<file path="src/rtl/packer_pkg.sv">
// Shared defaults and width helpers for the lane packer.
package packer_pkg;

  localparam int unsigned PACKER_LANE_W_DEF = 2;
  localparam int unsigned PACKER_LANES_DEF  = 4;

  // Bits needed to index n distinct values, never less than one.
  function automatic int unsigned cnt_bits(input int unsigned n);
    return (n < 2) ? 1 : $clog2(n);
  endfunction

endpackage

</file>
<file path="src/rtl/packer_counter_roll.sv">
// Rolling up-counter: counts 0..max_val_i and wraps, with a synchronous clear.
module counter_roll #(
  parameter int unsigned width_p = 2
) (
  input  logic               clk_i,
  input  logic               reset_i,
  input  logic               clear_i,
  input  logic               up_i,
  input  logic [width_p-1:0] max_val_i,
  output logic [width_p-1:0] count_o
);

  logic [width_p-1:0] r_cnt;

  always_ff @(posedge clk_i or negedge reset_i) begin
    if (!reset_i) begin
      r_cnt <= '0;
    end else if (clear_i) begin
      r_cnt <= '0;
    end else if (up_i) begin
      r_cnt <= (r_cnt == max_val_i) ? '0 : r_cnt + 1'b1;
    end
  end

  assign count_o = r_cnt;

endmodule

</file>
<file path="src/rtl/packer.sv">
// Packs narrow input lanes into wide output words; last_i flushes a zero-padded
// partial word. One-entry output register with full-rate replace on out_fire.
module packer
  import packer_pkg::*;
#(
  parameter int unsigned unpacked_width_p = PACKER_LANE_W_DEF,
  parameter int unsigned packed_num_p     = PACKER_LANES_DEF,
  parameter int unsigned packed_width_p   = unpacked_width_p * packed_num_p
) (
  input  logic                                clk_i,
  input  logic                                reset_i,
  input  logic [unpacked_width_p-1:0]         unpacked_i,
  input  logic                                valid_i,
  input  logic                                last_i,
  output logic                                ready_o,
  output logic [packed_width_p-1:0]           packed_o,
  output logic [$clog2(packed_num_p+1)-1:0]   count_o,
  output logic                                last_o,
  output logic                                valid_o,
  input  logic                                ready_i
);

  localparam int unsigned      idx_w    = cnt_bits(packed_num_p);
  localparam int unsigned      cnt_w    = $clog2(packed_num_p + 1);
  localparam logic [idx_w-1:0] last_idx = idx_w'(packed_num_p - 1);

  logic [idx_w-1:0]          w_idx;
  logic                      w_final_lane;
  logic                      w_in_fire;
  logic                      w_out_fire;
  logic                      w_complete;
  logic [packed_width_p-1:0] w_acc_cur;

  logic [packed_width_p-1:0] r_acc;
  logic [packed_width_p-1:0] r_word;
  logic [cnt_w-1:0]          r_count;
  logic                      r_last;
  logic                      r_valid;

  assign w_final_lane = (w_idx == last_idx);
  assign w_out_fire   = r_valid & ready_i;

  // last_i is part of the "completing" test so a flush lane is never taken
  // while the output slot is occupied and not draining.
  assign ready_o    = ~(w_final_lane | last_i) | ~r_valid | ready_i;
  assign w_in_fire  = valid_i & ready_o;
  assign w_complete = w_in_fire & (w_final_lane | last_i);

  always_comb begin
    w_acc_cur = r_acc;
    for (int unsigned k = 0; k < packed_num_p; k++) begin
      if (w_idx == idx_w'(k)) begin
        w_acc_cur[k*unpacked_width_p +: unpacked_width_p] = unpacked_i;
      end
    end
  end

  counter_roll #(
    .width_p (idx_w)
  ) u_lane_cnt (
    .clk_i     (clk_i),
    .reset_i   (reset_i),
    .clear_i   (w_complete),
    .up_i      (w_in_fire & ~w_complete),
    .max_val_i (last_idx),
    .count_o   (w_idx)
  );

  // Clearing on completion keeps upper lanes zero for the next flushed word.
  always_ff @(posedge clk_i or negedge reset_i) begin
    if (!reset_i) begin
      r_acc <= '0;
    end else if (w_complete) begin
      r_acc <= '0;
    end else if (w_in_fire) begin
      r_acc <= w_acc_cur;
    end
  end

  always_ff @(posedge clk_i or negedge reset_i) begin
    if (!reset_i) begin
      r_word  <= '0;
      r_count <= '0;
      r_last  <= 1'b0;
      r_valid <= 1'b0;
    end else if (w_complete) begin
      r_word  <= w_acc_cur;
      r_count <= cnt_w'(w_idx) + cnt_w'(1);
      r_last  <= last_i;
      r_valid <= 1'b1;
    end else if (w_out_fire) begin
      r_valid <= 1'b0;
    end
  end

  assign packed_o = r_word;
  assign count_o  = r_count;
  assign last_o   = r_last;
  assign valid_o  = r_valid;

endmodule
</file>
<file path="config.mk">
export PLATFORM = sky130hd
export DESIGN_NAME = packer
export DESIGN_NICKNAME = d
export VERILOG_FILES = /design/src/rtl/packer_pkg.sv /design/src/rtl/packer_counter_roll.sv /design/src/rtl/packer.sv
export SDC_FILE = /design/constraint.sdc
export NUM_CORES = 1
export LEC_CHECK = 0
export ABC_AREA = 1
export CORE_MARGIN = 1
export CORE_UTILIZATION = 35
export CTS_CLUSTER_SIZE = 25
export DETAILED_ROUTE_END_ITERATION = 6
export GPL_TIMING_DRIVEN = 0
export PLACE_DENSITY = 0.64
export SLEW_MARGIN = 20
export SYNTH_ARGS = -nofsm -noshare
export SYNTH_HDL_FRONTEND = slang
export SYNTH_SLANG_ARGS = --single-unit
</file>
<file path="constraint.sdc">
create_clock -name clk_i -period 2.48 [get_ports clk_i]
set_input_delay 0.496 -clock clk_i [delete_from_list [all_inputs] [get_ports clk_i]]
set_output_delay 0.496 -clock clk_i [all_outputs]
set_load 0.05 [all_outputs]
</file>
==> results.json, run 1 <==
{
  "status": "completed",
  "relSlewSlack": 0.666,
  "synth.yosys.seq_area_share": 0.515,
  "tightest_slew_ns": 0.500,
  "yosys.area_share.simple": 0.319,
  "critPathRequiredTime_ns": 1.98,
  "drive_gt1_frac": 0.117,
  "synth_edf_count": 0,
  "fin_nets": 166,
  "holdWs_ns": 0.130,
  "slowest_stage": "dfrtp_1",
  "finalCriticalPeriod_ns": 2.17,
  "wl_um": 2070,
  "grt_overflow": 0,
  "ant_nets": 0,
  "grt_pass1_vias": 834,
  "root_buffer": "clkbuf_4",
  "rows": 20,
  "io_pins": 21,
  "grt_usage": 0.140,
  "viasPerCell": 4.30,
  "dieArea_mm2": 0.00342,
  "drv_cap": 0,
  "avgSynthCellArea_um2": 8.53,
  "post-route-util": 0.452,
  "synth_commonest_cells": "67 x nand2_1, 23 x dfrtp_1, 13 x inv_1",
  "placed_cells": 194,
  "grt_pass1_wl_um": 3620,
  "finClkSkew_ns": 0.00102,
  "numCtsBuffers": 3,
  "vias": 851,
  "die_height_um": 58.5,
  "fin_cells": 198,
  "critPathCaptureType": "output port",
  "synthTopCellsByArea": "dfrtp_1 52%, nand2_1 23%, ha_1 4.5%, inv_1 4.4%, nand4_1 3.4%",
  "path_clk_slew_ns": 0.12,
  "dpl.hpwl_um": 1580,
  "synth_warnings": 0,
  "ir_drop_v": 0.000438,
  "drt_iter0_markers": 26,
  "yosys.area.top_type_share": 0.515,
  "cp_max_fo": 9,
  "drcViolationCount": 0,
  "antenna_found_initial": 0,
  "muxShareOfSynthArea": 0,
  "min-delay-path-class": "in2async",
  "cts_sinks": 23,
  "synth_top_family_by_area": "simple AND/OR/NAND/NOR gates",
  "critPathKind": "reg2out",
  "synth.ff_latch_count": 23,
  "setup_viol": 0,
  "fmax_mhz": 461,
  "cp_slowest_stage_delay_ns": 0.46,
  "syn2layout_area_growth_pct": 23.4,
  "synth_nets": 142,
  "synth_top_flop_cell": "dfrtp_1",
  "cp.arrival_ns": 1.67,
  "p_per_area_mw_per_mm2": 833,
  "hold_viol": 0,
  "drv_slew": 0,
  "port_buffers": 19,
  "setup_slack_ns": 0.311,
  "tritoncts": "yes",
  "rsz0062_at_grt": "false",
  "critPathLaunchType": "register",
  "synth-compound-area-share": 0.0448,
  "synth.cell_area_mm2": 0.00112,
  "die_x_um": 58.5,
  "p_total_mw": 1.15,
  "core_area_mm2": 0.00305,
  "synthMostInstantiatedCell": "nand2_1",
  "ctsHtreeMaxLevel": 1,
  "clock_latency_ns": 0.30,
  "cts_buffer_depth": 2,
  "async_flop_share": 1.00,
  "post-place-ws_ns": -0.120,
  "place_congestion": 0.741,
  "p_leak_nw": 0.733,
  "holdBufCountCts": 0,
  "cts_setup_buffers": 0,
  "post_cts_resized": 1,
  "crit_path_cell_trace": "ha_1, inv_2, nand2_4, nand2_1, clkbuf_2",
  "initial_core_util": 0.366,
  "synth_largest_area_cell": "dfrtp_1",
  "min_period_over_period": 0.874,
  "dr.pass1.iters": 4,
  "synthAdderAreaFrac": 0.0448,
  "antenna_cells": 0,
  "synth_xor_area_frac": 0,
  "syn_inst": 131,
  "wl_per_cell_um": 10.4,
  "grt_start_max_net_pins": 24,
  "ff2ff_path_depth": 6,
  "synth_cell_types": 17
}
==> worst max-delay path: cells and delay by family (launching register included) <==
family        cells  cell delay (ns)
fa+ha+maj         1             0.27
buf+inv           2             0.40
flops             1             0.46
simple gates      2             0.25
==> sequential cells by signal, summed over array words and instances (netlist names) <==
signal              flops
u_lane_cnt.count_o      2
r_acc                   8
count_o                 3
last_o                  1
packed_o                8
valid_o                 1
==> routing by layer <==
| layer | routed length [um] | global-route usage |
|---|---|---|
| met1 | 986 | 0.176 |
| met2 | 980 | 0.235 |
| met3 | 75 | 0.0352 |
| met4 | 27 | 0.0510 |
| met5 | 0 | 0 |
==> power by group <==
part,total (mW),internal [mW],switching [mW]
Combinational,0.490,0.161,0.328
Sequential,0.488,0.445,0.0432
Clock,0.171,0.0627,0.109
==> through the flow <==
step / setup TNS (ns) / cell area, um^2
floorplan: 0 / 1120
global placement: -0.115 / 1360
detailed placement: -0.120 / 1360
CTS: 0 / 1390
global route: 0 / 1380
finish: 0 / 1380
==> kinds of logic (layout without fill, tap and decap cells) <==
kind of cell               count (synthesis)  count (layout)
AOI/OAI and AO/OA                          7               7
adders and majority gates                  4               4
buffers and inverters                     17              40
DFF                                       23              23
and+or+nand+nor                           80              80
==> cell usage in the layout, fill, tap and decap left out <==
| cell type | instances |
|---|---|
| nand3_4 | 1 |
| nand2_1 | 67 |
| nor2_1 | 1 |
| nand2_4 | 3 |
| o21ai_2 | 4 |
| inv_1 | 13 |
| ha_1 | 4 |
| o21ai_1 | 2 |
| buf_6 | 1 |
| buf_4 | 1 |
| clkbuf_1 | 1 |
| o21ai_0 | 1 |
| dfrtp_1 | 23 |
| and2_0 | 1 |
| nand4_1 | 6 |
| clkbuf_2 | 1 |
| clkbuf_8 | 1 |
| clkdlybuf4s50_1 | 17 |
| clkbuf_4 | 3 |
| inv_2 | 1 |
| nor2_2 | 1 |
| buf_2 | 1 |
==> path summary, 6_finish.rpt <==
path | from | to | slack, ns
setup / recovery | u_lane_cnt.count_o[0] | ready_o | 0.31
hold / removal | reset_i | r_acc[7] | 0.13
max in group asynchronous | reset_i | last_o | 2.01
min in group clk_i | r_acc[0] | r_acc[0] | 0.49
hold reg to reg | r_acc[0] | r_acc[0] | 0.49
setup reg to reg | u_lane_cnt.count_o[0] | u_lane_cnt.count_o[1] | 1.06
==> layout make-up <==
class	instances	area, um^2
fill	318	1670
timing repair buffer	19	180
tap	44	55.1
inverter	14	52.6
sequential	23	576
buffer	3	32.5
clock buffer	4	26.3
multi-input combinational	91	457
Power figures use the tool's default switching activity.
==> inputs of run 2 (changes only) <==
--- a/config.mk
+++ b/config.mk
@@ -6,6 +6,7 @@
 export NUM_CORES = 1
 export LEC_CHECK = 0
 export ABC_AREA = 1
+export CORE_ASPECT_RATIO = 0.8
 export CORE_MARGIN = 1
 export CORE_UTILIZATION = 35
 export CTS_CLUSTER_SIZE = 25
==> run 2 against run 1 <==
Net effect: register-to-register slack worse by 0.03 ns; combinational power is 1% higher; core utilization is 3.0 points higher.
==> results.json, run 2 (same netlist as run 1, synthesis figures left out) <==
{
  "holdBufCountCts": 0,
  "status": "completed",
  "post_cts_resized": 1,
  "tightest_slew_ns": 0.510,
  "dpl.hpwl_um": 1700,
  "drcViolationCount": 0,
  "syn2layout_area_growth_pct": 24.7,
  "cp_max_fo": 9,
  "critPathRequiredTime_ns": 1.98,
  "hold_viol": 0,
  "cp.arrival_ns": 1.88,
  "numCtsBuffers": 3,
  "place_congestion": 0.756,
  "cts_buffer_depth": 2,
  "finish.instance_area_mm2": 0.00139,
  "rsz0062_at_grt": "false",
  "cts_sinks": 23,
  "final_common_cell": "nand2_1",
  "tritoncts": "yes",
  "wl_um": 2290,
  "critPathKind": "reg2out",
  "relSlewSlack": 0.660,
  "p_per_area_mw_per_mm2": 875,
  "p_total_mw": 1.22,
  "drv_cap": 0,
  "initial_core_util": 0.386,
  "finalSetupTns_ns": 0,
  "wl_per_cell_um": 11.9,
  "grt_pass1_vias": 799,
  "dieArea_mm2": 0.00342,
  "die_height_um": 52.5,
  "path_clk_slew_ns": 0.07,
  "ctsHtreeMaxLevel": 1,
  "ir_drop_v": 0.000437,
  "finClkSkew_ns": 0.00461,
  "dr.pass1.iters": 4,
  "ant_nets": 0,
  "min-delay-path-class": "in2async",
  "vias": 885,
  "grt_start_max_net_pins": 24,
  "antenna_cells": 0,
  "p_leak_nw": 0.739,
  "fmax_mhz": 420,
  "clock_latency_ns": 0.27,
  "critPathCaptureType": "output port",
  "min_period_over_period": 0.960,
  "port_buffers": 19,
  "setup_viol": 0,
  "rows": 17,
  "viasPerCell": 4.61,
  "grt_pass1_wl_um": 3890,
  "most-common-layout-cells": "67 x nand2_1, 23 x dfrtp_1, 17 x clkdlybuf4s50_1",
  "core_area_mm2": 0.00289,
  "drt_iter0_markers": 52,
  "io_pins": 21,
  "drv_slew": 0,
  "critPathLaunchType": "register",
  "grt_usage": 0.156,
  "drive_gt1_frac": 0.110,
  "finalCriticalPeriod_ns": 2.38,
  "postPlaceCellArea_mm2": 0.00136,
  "grt_overflow": 0,
  "fin_nets": 166,
  "cts_setup_buffers": 0,
  "antenna_found_initial": 0,
  "root_buffer": "clkbuf_8",
  "die_x_um": 65.2
}
run 2: metal layers:
metal / GRT usage / vias up / share of wire
met5: 0 / - / 0
met3: 0.0587 / 5 / 0.050
met1: 0.232 / 410 / 0.53
met4: 0.0326 / 0 / 0.0083
met2: 0.211 / 19 / 0.41
li1: - / 451 / -
run 2: stage by stage:
step           cells  utilization  worst slack [ns]  hold WS (ns)
2_1_floorplan    131            -             0.750         0.200
3_3_place_gp     188        0.468            -0.116         0.453
3_5_place_dp     188        0.468            -0.143         0.458
4_1_cts          192        0.484            0.0925         0.478
5_1_grt          192        0.482           0.00726         0.219
6_report         192        0.482            0.0992         0.191
run 2: worst max-delay path: stages, from the launching register on:
cell and delay, ns:
dfrtp_1 0.44, ha_1 0.28, inv_2 0.11, nand2_4 0.10
nand2_1 0.15, dlygate4sd2_1 0.55
run 2: path summary, 6_finish.rpt:
kind                                       start    endpoint  slack, ns  depth (start not counted)
hold / removal                           reset_i  count_o[1]       0.19                          1
setup / recovery           u_lane_cnt.count_o[0]     ready_o        0.1                          5
min in group clk_i                      r_acc[0]    r_acc[0]       0.48                          2
max in group asynchronous                reset_i    r_acc[4]       1.94                          1
hold reg to reg                         r_acc[0]    r_acc[0]       0.48                          2
setup reg to reg           u_lane_cnt.count_o[0]    r_acc[3]       1.03                          6
run 2: final cells by class:
| class | count | area (um^2) |
|---|---|---|
| Multi-Input combinational cell | 91 | 457 |
| Inverter | 14 | 52.6 |
| Timing Repair Buffer | 19 | 184 |
| Fill cell | 278 | 1500 |
| Sequential cell | 23 | 576 |
| Tap cell | 38 | 47.5 |
| Clock buffer | 4 | 45.0 |
| Buffer | 3 | 32.5 |
run 2: report_power, final:
part           total [mW]  switching (mW)  leakage (nW)  internal [mW]
Combinational       0.497           0.335         0.411          0.162
Sequential          0.489          0.0441         0.305          0.445
Clock               0.233           0.118        0.0228          0.115
